==> config.mk <==
export PLATFORM = sky130hd
export DESIGN_NAME = dct_zigzag_serializer
export DESIGN_NICKNAME = d
export VERILOG_FILES = /design/src/rtl/dct_pkg.sv /design/src/rtl/zz_bank.sv /design/src/rtl/dct_zigzag_serializer.sv
export SDC_FILE = /design/constraint.sdc
export NUM_CORES = 2
export LEC_CHECK = 0
export CAP_MARGIN = 40
export CELL_PAD_IN_SITES_DETAIL_PLACEMENT = 0
export CELL_PAD_IN_SITES_GLOBAL_PLACEMENT = 1
export CORE_MARGIN = 5
export CORE_UTILIZATION = 53
export CTS_BUF_LIST = sky130_fd_sc_hd__clkbuf_8 sky130_fd_sc_hd__clkbuf_16
export DETAILED_ROUTE_END_ITERATION = 8
export HOLD_SLACK_MARGIN = 0.02
export PLACE_DENSITY_LB_ADDON = 0.15
export SETUP_SLACK_MARGIN = 0.15
export SLEW_MARGIN = 0
export SYNTH_ARGS = -nofsm -noshare
export SYNTH_HDL_FRONTEND = slang
export SYNTH_SLANG_ARGS = --single-unit
==> constraint.sdc <==
create_clock -name i_clk -period 10.85 [get_ports i_clk]
set_clock_uncertainty 0.05 [all_clocks]
set_input_delay 1.6275 -clock i_clk [delete_from_list [all_inputs] [get_ports i_clk]]
set_output_delay 1.6275 -clock i_clk [all_outputs]
set_load 0.01 [all_outputs]
==> src/rtl/dct_pkg.sv <==
// dct_pkg: shared constants, zigzag table and read-state type for the DCT serializer path.
`default_nettype none

package dct_pkg;

  localparam int DATA_W = 12;
  localparam int BLK    = 8;

  // ZZ[k] is the raster address (row*8+col) of zigzag position k.
  localparam logic [5:0] ZZ [64] = '{
    6'd0,  6'd1,  6'd8,  6'd16, 6'd9,  6'd2,  6'd3,  6'd10,
    6'd17, 6'd24, 6'd32, 6'd25, 6'd18, 6'd11, 6'd4,  6'd5,
    6'd12, 6'd19, 6'd26, 6'd33, 6'd40, 6'd48, 6'd41, 6'd34,
    6'd27, 6'd20, 6'd13, 6'd6,  6'd7,  6'd14, 6'd21, 6'd28,
    6'd35, 6'd42, 6'd49, 6'd56, 6'd57, 6'd50, 6'd43, 6'd36,
    6'd29, 6'd22, 6'd15, 6'd23, 6'd30, 6'd37, 6'd44, 6'd51,
    6'd58, 6'd59, 6'd52, 6'd45, 6'd38, 6'd31, 6'd39, 6'd46,
    6'd53, 6'd60, 6'd61, 6'd54, 6'd47, 6'd55, 6'd62, 6'd63
  };

  typedef enum logic [0:0] {
    IDLE   = 1'b0,
    STREAM = 1'b1
  } rd_state_t;

endpackage

`default_nettype wire

==> src/rtl/zz_bank.sv <==
// zz_bank: one 64-entry coefficient bank with an 8-lane row write port,
// a single asynchronous read port and a set/clear full flag.
`default_nettype none

module zz_bank #(
  parameter int DATA_W = dct_pkg::DATA_W
) (
  input  logic                             i_clk,
  input  logic                             i_rst,
  input  logic                             wr_en,
  input  logic [2:0]                       wr_row,
  input  logic [dct_pkg::BLK*DATA_W-1:0]   wr_data,
  input  logic [5:0]                       rd_addr,
  output logic [DATA_W-1:0]                rd_data,
  input  logic                             set_full,
  input  logic                             clr_full,
  output logic                             full
);
  import dct_pkg::*;

  logic [DATA_W-1:0] mem [64];

  always_ff @(posedge i_clk) begin
    if (wr_en) begin
      for (int c = 0; c < BLK; c++) begin
        mem[{wr_row, 3'(c)}] <= wr_data[c*DATA_W +: DATA_W];
      end
    end
  end

  assign rd_data = mem[rd_addr];

  always_ff @(posedge i_clk) begin
    if (i_rst) begin
      full <= 1'b0;
    end else if (set_full) begin
      full <= 1'b1;
    end else if (clr_full) begin
      full <= 1'b0;
    end
  end

endmodule

`default_nettype wire

==> src/rtl/dct_zigzag_serializer.sv <==
// dct_zigzag_serializer: ping-pong buffers 8x8 coefficient blocks and streams them in JPEG zigzag order.
// Optional sticky o_overflow port enabled by defining DCT_ZZ_OVERFLOW_EN.
`default_nettype none

module dct_zigzag_serializer #(
  parameter int DATA_W = dct_pkg::DATA_W
) (
  input  logic              i_clk,
  input  logic              i_rst,
  input  logic              i_valid,
  input  logic [DATA_W-1:0] i_data0,
  input  logic [DATA_W-1:0] i_data1,
  input  logic [DATA_W-1:0] i_data2,
  input  logic [DATA_W-1:0] i_data3,
  input  logic [DATA_W-1:0] i_data4,
  input  logic [DATA_W-1:0] i_data5,
  input  logic [DATA_W-1:0] i_data6,
  input  logic [DATA_W-1:0] i_data7,
  output logic              o_in_ready,
  output logic [DATA_W-1:0] o_data,
  output logic              o_valid,
  input  logic              i_ready,
  output logic [5:0]        o_index,
  output logic              o_last
`ifdef DCT_ZZ_OVERFLOW_EN
  ,
  output logic              o_overflow
`endif
);
  import dct_pkg::*;

  rd_state_t              state, state_nxt;
  logic                   wr_bank, rd_bank;
  logic [2:0]             row;
  logic [1:0]             full;
  logic [DATA_W-1:0]      bank_q [2];
  logic [BLK*DATA_W-1:0]  row_data;
  logic                   accept, row_done;
  logic                   load, load_bank, go_idle, clr_rd;
  logic [5:0]             load_k, rd_addr;

  assign row_data   = {i_data7, i_data6, i_data5, i_data4,
                       i_data3, i_data2, i_data1, i_data0};
  assign o_in_ready = !full[wr_bank];
  assign accept     = i_valid && o_in_ready;
  assign row_done   = accept && (row == 3'(BLK - 1));
  assign rd_addr    = ZZ[load_k];

  generate
    for (genvar b = 0; b < 2; b++) begin : g_bank
      zz_bank #(.DATA_W(DATA_W)) u_bank (
        .i_clk    (i_clk),
        .i_rst    (i_rst),
        .wr_en    (accept && (wr_bank == 1'(b))),
        .wr_row   (row),
        .wr_data  (row_data),
        .rd_addr  (rd_addr),
        .rd_data  (bank_q[b]),
        .set_full (row_done && (wr_bank == 1'(b))),
        .clr_full (clr_rd && (rd_bank == 1'(b))),
        .full     (full[b])
      );
    end
  endgenerate

  always_ff @(posedge i_clk) begin
    if (i_rst) begin
      row     <= 3'd0;
      wr_bank <= 1'b0;
    end else if (accept) begin
      row <= row + 3'd1;
      if (row_done) begin
        wr_bank <= ~wr_bank;
      end
    end
  end

  // The output register is preloaded one step ahead, so the bank is read at ZZ[next k].
  always_comb begin
    state_nxt = state;
    load      = 1'b0;
    load_bank = rd_bank;
    load_k    = 6'd0;
    go_idle   = 1'b0;
    clr_rd    = 1'b0;
    case (state)
      IDLE: begin
        if (full[rd_bank]) begin
          load      = 1'b1;
          state_nxt = STREAM;
        end
      end
      STREAM: begin
        if (o_valid && i_ready) begin
          if (o_index == 6'd63) begin
            clr_rd = 1'b1;
            if (full[~rd_bank]) begin
              load      = 1'b1;
              load_bank = ~rd_bank;
            end else begin
              go_idle   = 1'b1;
              state_nxt = IDLE;
            end
          end else begin
            load   = 1'b1;
            load_k = o_index + 6'd1;
          end
        end
      end
      default: state_nxt = IDLE;
    endcase
  end

  always_ff @(posedge i_clk) begin
    if (i_rst) begin
      state   <= IDLE;
      rd_bank <= 1'b0;
      o_valid <= 1'b0;
      o_data  <= '0;
      o_index <= 6'd0;
      o_last  <= 1'b0;
    end else begin
      state <= state_nxt;
      if (clr_rd) begin
        rd_bank <= ~rd_bank;
      end
      if (load) begin
        o_valid <= 1'b1;
        o_data  <= bank_q[load_bank];
        o_index <= load_k;
        o_last  <= (load_k == 6'd63);
      end else if (go_idle) begin
        o_valid <= 1'b0;
        o_index <= 6'd0;
        o_last  <= 1'b0;
      end
    end
  end

`ifdef DCT_ZZ_OVERFLOW_EN
  always_ff @(posedge i_clk) begin
    if (i_rst) begin
      o_overflow <= 1'b0;
    end else if (i_valid && !o_in_ready) begin
      o_overflow <= 1'b1;
    end
  end
`endif

endmodule

`default_nettype wire

Word-level counts from Yosys, hierarchy flattened:

Memory sizes are Yosys's and may differ from the RTL's.
Cells that the tools add are included.
Widths: inputs -> output; s select.

* equality and inequality tests: 3
* order comparisons: 5
* bitwise logic cells: 5
* add/sub/neg operators: 2
* reductions and logical operators: 14
* muxes and demuxes: 45

Operator list (number)
* $mux 6: 7
* $mux 12: 3
* $mux 1: 33
* $eq 6x6->1 const B: 2
* $logic_and 1x1->1: 9
* $ge 7x7->1 const B: 1
* $not 6->7: 1
* $add 6x1->6 const B: 1
* $lt 1x2->1 const B: 3
* $reduce_bool 2->1: 3
* $pmux 1 s2: 2
* $add 3x1->3 const B: 1
* $eq 3x3->1 const B: 1
* $not 1->1: 3
* $ge 2x2->1 const B: 1
* $not 1->2: 1
* $reduce_and 2->1: 1
* $logic_not 1->1: 1

* RAM bits: 1536
* flip-flop bits (word level): 28
* memories: 3
* word-level logic and storage cells: 87
* output and inout bits: 21
* memory bits (read-only): 384
* input bits: 100

Memory list
* g_bank[0].u_bank.mem: words 64, bits a word 12, rd ports 1, clocked after Yosys merged registers in 0, wr ports 8, line zz_bank.sv:21 `logic [DATA_W-1:0] mem [64];`
* g_bank[1].u_bank.mem: words 64, bits a word 12, rd ports 1, clocked after Yosys merged registers in 0, wr ports 8, line zz_bank.sv:21
* (name not given): words 64, bits a word 6, rd ports 1, clocked after Yosys merged registers in 0, wr ports 0, line dct_zigzag_serializer.sv:47 `assign rd_addr = ZZ[load_k];`

Logic depth before layout (Yosys ltp):

An unclocked memory read counts as a cell.

* word-level depth: 12
* mapped depth: 24
* gate-level depth less buffers: 18

Cells and area by module:

Synthesis repeated with hierarchy kept, for this count alone.

* cells, all modules: 2765
* area total of the unflattened synthesis: 61500.2 um^2

Modules (own cells, without submodules)
* zz_bank: sequential area each 23082.1 um^2, cells each 1219, area an instance 29477.0 um^2, instances 2
* dct_zigzag_serializer: sequential area each 520.5 um^2, cells each 327, area an instance 2546.2 um^2, instances 1

Worst setup path before layout:

No wires, ideal clock.

* kind: input port to flip-flop
* from: input i_valid
* to: memory g_bank[0].u_bank.mem[0][0] (enable)
* arrival: 8655 ps
* cell stages on the path: 4
* required time: 10132 ps
* slack: 1476 ps
* path buffers: 1
* library setup time: 668 ps
* path through: clkbuf_1 > nor2b_1 > nand2_1 > nor3_1

RTL lines
* start: declaration: line dct_zigzag_serializer.sv:10 `input logic i_valid,`
* end: declaration: line zz_bank.sv:21

Final worst setup path:

* from: input i_ready
* to: register o_data[4]

* longest elaborated chain between the ends: 11
* elaborated cells on any way between the ends: 17
* those cells by class: mux: 11; bitwise: 2; reduce/logical: 1; memory: 3

Ends and longest elaborated chain
* start: declaration: line dct_zigzag_serializer.sv:22 `input logic i_ready,`
* $logic_and 1x1->1 *: line dct_zigzag_serializer.sv:94 `if (o_valid && i_ready) begin`
* $mux 6: line dct_zigzag_serializer.sv:94
* $mux 6: line dct_zigzag_serializer.sv:86 `case (state)`
* $not 6->7 (implied by the code): line dct_zigzag_serializer.sv:47
* $mem_v2 64x6
* $mux 6 (implied by the code) (2 in series): line dct_zigzag_serializer.sv:47
* $mem_v2 64x12
* $mux 12 (implied by the code) (3 in series): line dct_zigzag_serializer.sv:129 `o_data <= bank_q[load_bank];`
* end signal: assignment: line dct_zigzag_serializer.sv:129
* end: declaration: line dct_zigzag_serializer.sv:20 `output logic [DATA_W-1:0] o_data,`

Every way passes the cells marked *; elsewhere a longest branch is shown, timed or not. The select of a mux whose other input is x is not followed.
A chain may end at the register's enable or synchronous reset.

==> results.env <==
CTS.SINKS=1564
TRACK_USAGE=0.288
FIRST_ITER_VIOLATIONS=4763
YOSYSUNIQUECELLTYPES=75
GRT_BUSIEST_LAYER='met2'
GROUTE.LAYER.MET3.USAGE=0.0546
P_CLK_FRAC=0.439
FINALCRITICALPERIOD_PS=7590
MAX_CLOCK_FREQ_MHz=132
CELL_DEPTH_OF_THE_WORST_HOLD_PATH=2
INITIAL_CORE_UTIL=0.532
TOP_REG_CELL_SYNTH='sky130_fd_sc_hd__edfxtp_1'
SYNTH.FF_LATCH_COUNT=1564
PATH_CLASS='primary input to flip-flop'
GR-USAGE-MET2=0.455
CELLINTERNALPOWER_W=0.00999
YOSYSMOSTFREQUENTCELL='sky130_fd_sc_hd__edfxtp_1'
HPWLAFTERDP_MM=102
COUNT_OF_BUFFERS_FROM_PORT_BUFFERING=120
LAYOUT-DRIVE-GT1-SHARE=0.0999
WORST_EP_ARRIVAL_TIME_PS=8160
CELLLEAKAGEPOWER_nW=23.1
WORSTMARGINPINSLEW_PS=943
SYNTH_TOP_CELLS_BY_COUNT='1536 x sky130_fd_sc_hd__edfxtp_1, 920 x sky130_fd_sc_hd__nand2_1, 285 x sky130_fd_sc_hd__nand3_1, 201 x sky130_fd_sc_hd__a211oi_1, 166 x sky130_fd_sc_hd__and3_1'
MAPPEDNETLISTNETS=4405
SYNTHTOPCELLSBYAREA='sky130_fd_sc_hd__edfxtp_1 73%, sky130_fd_sc_hd__nand2_1 5.5%, sky130_fd_sc_hd__a211oi_1 2.4%, sky130_fd_sc_hd__nand3_1 2.3%, sky130_fd_sc_hd__a311oi_1 2.0%'
POWER.DENSITY_CELL_AREA_mW_PER_MM2=175
GRT_SETUP_UNREPAIRED='no'
CTS.HOLD.BUFFERS_ADDED=0
IR_WORST_VDD_mV=0.145
COMBPWRFRAC=0.021
FP.DIEW_UM=354
FIN_TOTAL_PWR_W=0.0125
CTS_TREE='done'
SLEW_HEADROOM=0.369
NETLIST_INSTANCES=4289
OUTCOME='finished clean'
POWER.SHARE.SEQUENTIAL=0.540
NUM-NETS-FINAL=4501
TNS_PS=0
FP.DIEH_UM=354
DRT-TOTAL-WL_MM=183
DETAILEDROUTE.FIRSTPASSITERATIONCOUNT=6
SLEW_VIOLATIONS=0
DETAILROUTE.VIA_COUNT=38844
SYNTH_AREA_MM2=0.0628
SYNTH_ENABLE_FLOP_CELLS=1536
NUMBER_OF_GLOBAL_ROUTE_VIAS_BEFORE_REPAIR=37253
WORST_SETUP_PATH_END_KIND='flip-flop'
CRIT_FANOUT=63
ROOT_BUFFER='sky130_fd_sc_hd__clkbuf_16'
CTS_INSERTED_BUFFERS=160
YOSYSWARNINGCOUNT=0
FIRST_PASS_GRT_WIRE_LENGTH_MM=264
SETUP-VIOLATIONS-FINAL=0
DRC=0
GLOBAL_ROUTE.USAGE.MET1=0.420
POSTCTSRESIZEDCELLS=0
SYNTH-SEQ-AREA-SHARE=0.744
POST_SYNTH_ARST_SHARE=0
GPL.FINAL_WEIGHTED_CONGESTION=0.848
CTS.REPAIR_TIMING.SETUP_BUFFER_COUNT=0
DIE_AREA_MM2=0.125
ROWS=126
CLOCK_TREE.HTREE_LEVEL_COUNT=4
WORST_SKEW_PAIR.LATE_LATENCY_PS=780
CRITICAL_PATH_REQUIRED_PS=11420
CRIT_PATH_START_KIND='primary input'
YOSYS.AREA.TOP_TYPE_SHARE=0.735
WORST_REG2REG_PATH_DEPTH=17
ANTENNA_VIOLATIONS_BEFORE_REPAIR=33
WORST_HOLD_PATH_TYPE='flip-flop to flip-flop'
CLOCKBUFFERDEPTH=3
DRV.MAX_CAP_VIOLATION_COUNT=0
VIAS_PER_CELL=6.41
POWER.SWITCHING_FRACTION=0.198
POST_DRT_WL_PER_CELL_UM=30.2
FINAL-HOLD-VIOLATION-COUNT=0
FP.COREAREA_MM2=0.118
TOTAL_SWITCHING_POWER_W=0.00247
DRT.ANTENNA.VIOLATING_NETS=0
SYNTH_TOP_AREA_CELL='sky130_fd_sc_hd__edfxtp_1'
TOP_LEVEL_PORTS=121
CLK_PIN_SLEW_PS=60
MIN_PERIOD_OVER_PERIOD=0.700
AREA.GROWTH.SYNTH_TO_FINAL_PCT=13.6
GRT_MAX_DEGREE=129
GRT_OVERFLOW_TOTAL=0
FINAL_UTIL=0.605
SYNTHESIS.AREA_PER_INSTANCE_UM2=14.6
## final cells by class
cell class                      instances  area (um2)
Timing Repair Buffer                  252        2900
Tap cell                             1536        1920
Sequential cell                      1564       46700
Antenna cell                            7        17.5
Clock inverter                        119         930
Fill cell                            8900       46600
Inverter                                8        30.0
Clock buffer                          172        4290
Multi-Input combinational cell       2399       14600
## cell families after synthesis
family / synth area share
buffers and inverters: 0.0282
xor gates and xnor gates: 0.00219
muxes: 0.0351
AOI/OAI and AO/OA: 0.0817
and+or+nand+nor: 0.106
adders and majority gates: 0.00319
DFF: 0.744
## metrics by stage
step           setup WS [ps]  hold WS (ps)  instance area [um2]  cells
2_1_floorplan           1480           428                62800   4289
3_3_place_gp            2670           434                65200   5716
3_5_place_dp            2600           443                66100   5759
4_1_cts                 3380           465                71300   6050
5_1_grt                 2950           509                71300   6050
6_report                3260           465                71300   6057
## path summary, 6_finish.rpt
kind | from | endpoint | slack, ps
setup / recovery | i_ready | o_data[4]$_SDFFE_PP0P_ | 3260
hold / removal | o_last$_SDFFE_PP0P_ | o_last$_SDFFE_PP0P_ | 470
setup reg to reg | o_index[0]$_SDFFE_PP0P_ | o_data[4]$_SDFFE_PP0P_ | 3720
hold reg to reg | o_last$_SDFFE_PP0P_ | o_last$_SDFFE_PP0P_ | 470
## critical path, cell delays in order
cell,delay [ps]
sky130_fd_sc_hd__clkdlybuf4s50_1,550
sky130_fd_sc_hd__and3_1,400
sky130_fd_sc_hd__o21ai_2,220
sky130_fd_sc_hd__nor2_1,420
sky130_fd_sc_hd__inv_1,230
sky130_fd_sc_hd__ha_1,500
sky130_fd_sc_hd__nand3b_1,150
sky130_fd_sc_hd__a21oi_1,70
sky130_fd_sc_hd__a2111oi_0,450
sky130_fd_sc_hd__a21oi_1,140
sky130_fd_sc_hd__a221oi_1,710
sky130_fd_sc_hd__or3_4,790
sky130_fd_sc_hd__buf_12,430
sky130_fd_sc_hd__nand3_1,130
sky130_fd_sc_hd__a311oi_1,510
sky130_fd_sc_hd__a211oi_1,110
sky130_fd_sc_hd__nor4_1,510
sky130_fd_sc_hd__a311oi_1,100
## cell usage in the layout (no fill, tap or decap), types with 13 or more instances in the layout
cell type / n
sky130_fd_sc_hd__a211oi_1: 201
sky130_fd_sc_hd__a21oi_1: 62
sky130_fd_sc_hd__a311oi_1: 143
sky130_fd_sc_hd__a31oi_1: 89
sky130_fd_sc_hd__a32oi_1: 56
sky130_fd_sc_hd__and3_1: 166
sky130_fd_sc_hd__buf_12: 23
sky130_fd_sc_hd__buf_16: 14
sky130_fd_sc_hd__buf_4: 76
sky130_fd_sc_hd__buf_8: 18
sky130_fd_sc_hd__bufinv_16: 16
sky130_fd_sc_hd__clkbuf_16: 171
sky130_fd_sc_hd__clkdlybuf4s50_1: 120
sky130_fd_sc_hd__clkinv_1: 36
sky130_fd_sc_hd__clkinv_2: 25
sky130_fd_sc_hd__dfxtp_1: 28
sky130_fd_sc_hd__edfxtp_1: 1536
sky130_fd_sc_hd__ha_1: 16
sky130_fd_sc_hd__inv_1: 42
sky130_fd_sc_hd__mux2i_1: 114
sky130_fd_sc_hd__mux4_2: 46
sky130_fd_sc_hd__nand2_1: 917
sky130_fd_sc_hd__nand3_1: 285
sky130_fd_sc_hd__nor2_1: 47
sky130_fd_sc_hd__nor2_4: 15
sky130_fd_sc_hd__nor4_1: 13
sky130_fd_sc_hd__o21ai_0: 37
sky130_fd_sc_hd__o221ai_1: 13
sky130_fd_sc_hd__o22ai_1: 44
## layer usage
layer	vias to the layer above	share of wire	wire length [um]
met1	19815	0.42	76200
met4	8	0.023	4140
li1	16831	-	-
met3	305	0.093	17100
met5	-	0.00029	53
met2	1885	0.47	85400
## power groups by stage
stage	combinational, W	sequential, W	clock (W)
after floorplan	0.0000561	0.00686	0
after global placement	0.000241	0.00685	0
after detailed placement	0.000262	0.00685	0
after CTS	0.000262	0.00672	0.00553
after global routing	0.000276	0.00673	0.00579
final	0.000262	0.00672	0.00547
## flip-flops by register name, indices dropped and copies added, names as in the netlist
name                cells
o_last                  1
rd_bank                 1
state                   1
g_bank.u_bank.full      2
o_valid                 1
g_bank.u_bank.mem    1536
wr_bank                 1
o_index                 6
o_data                 12
row                     3
(Power assumes the default switching activity.)
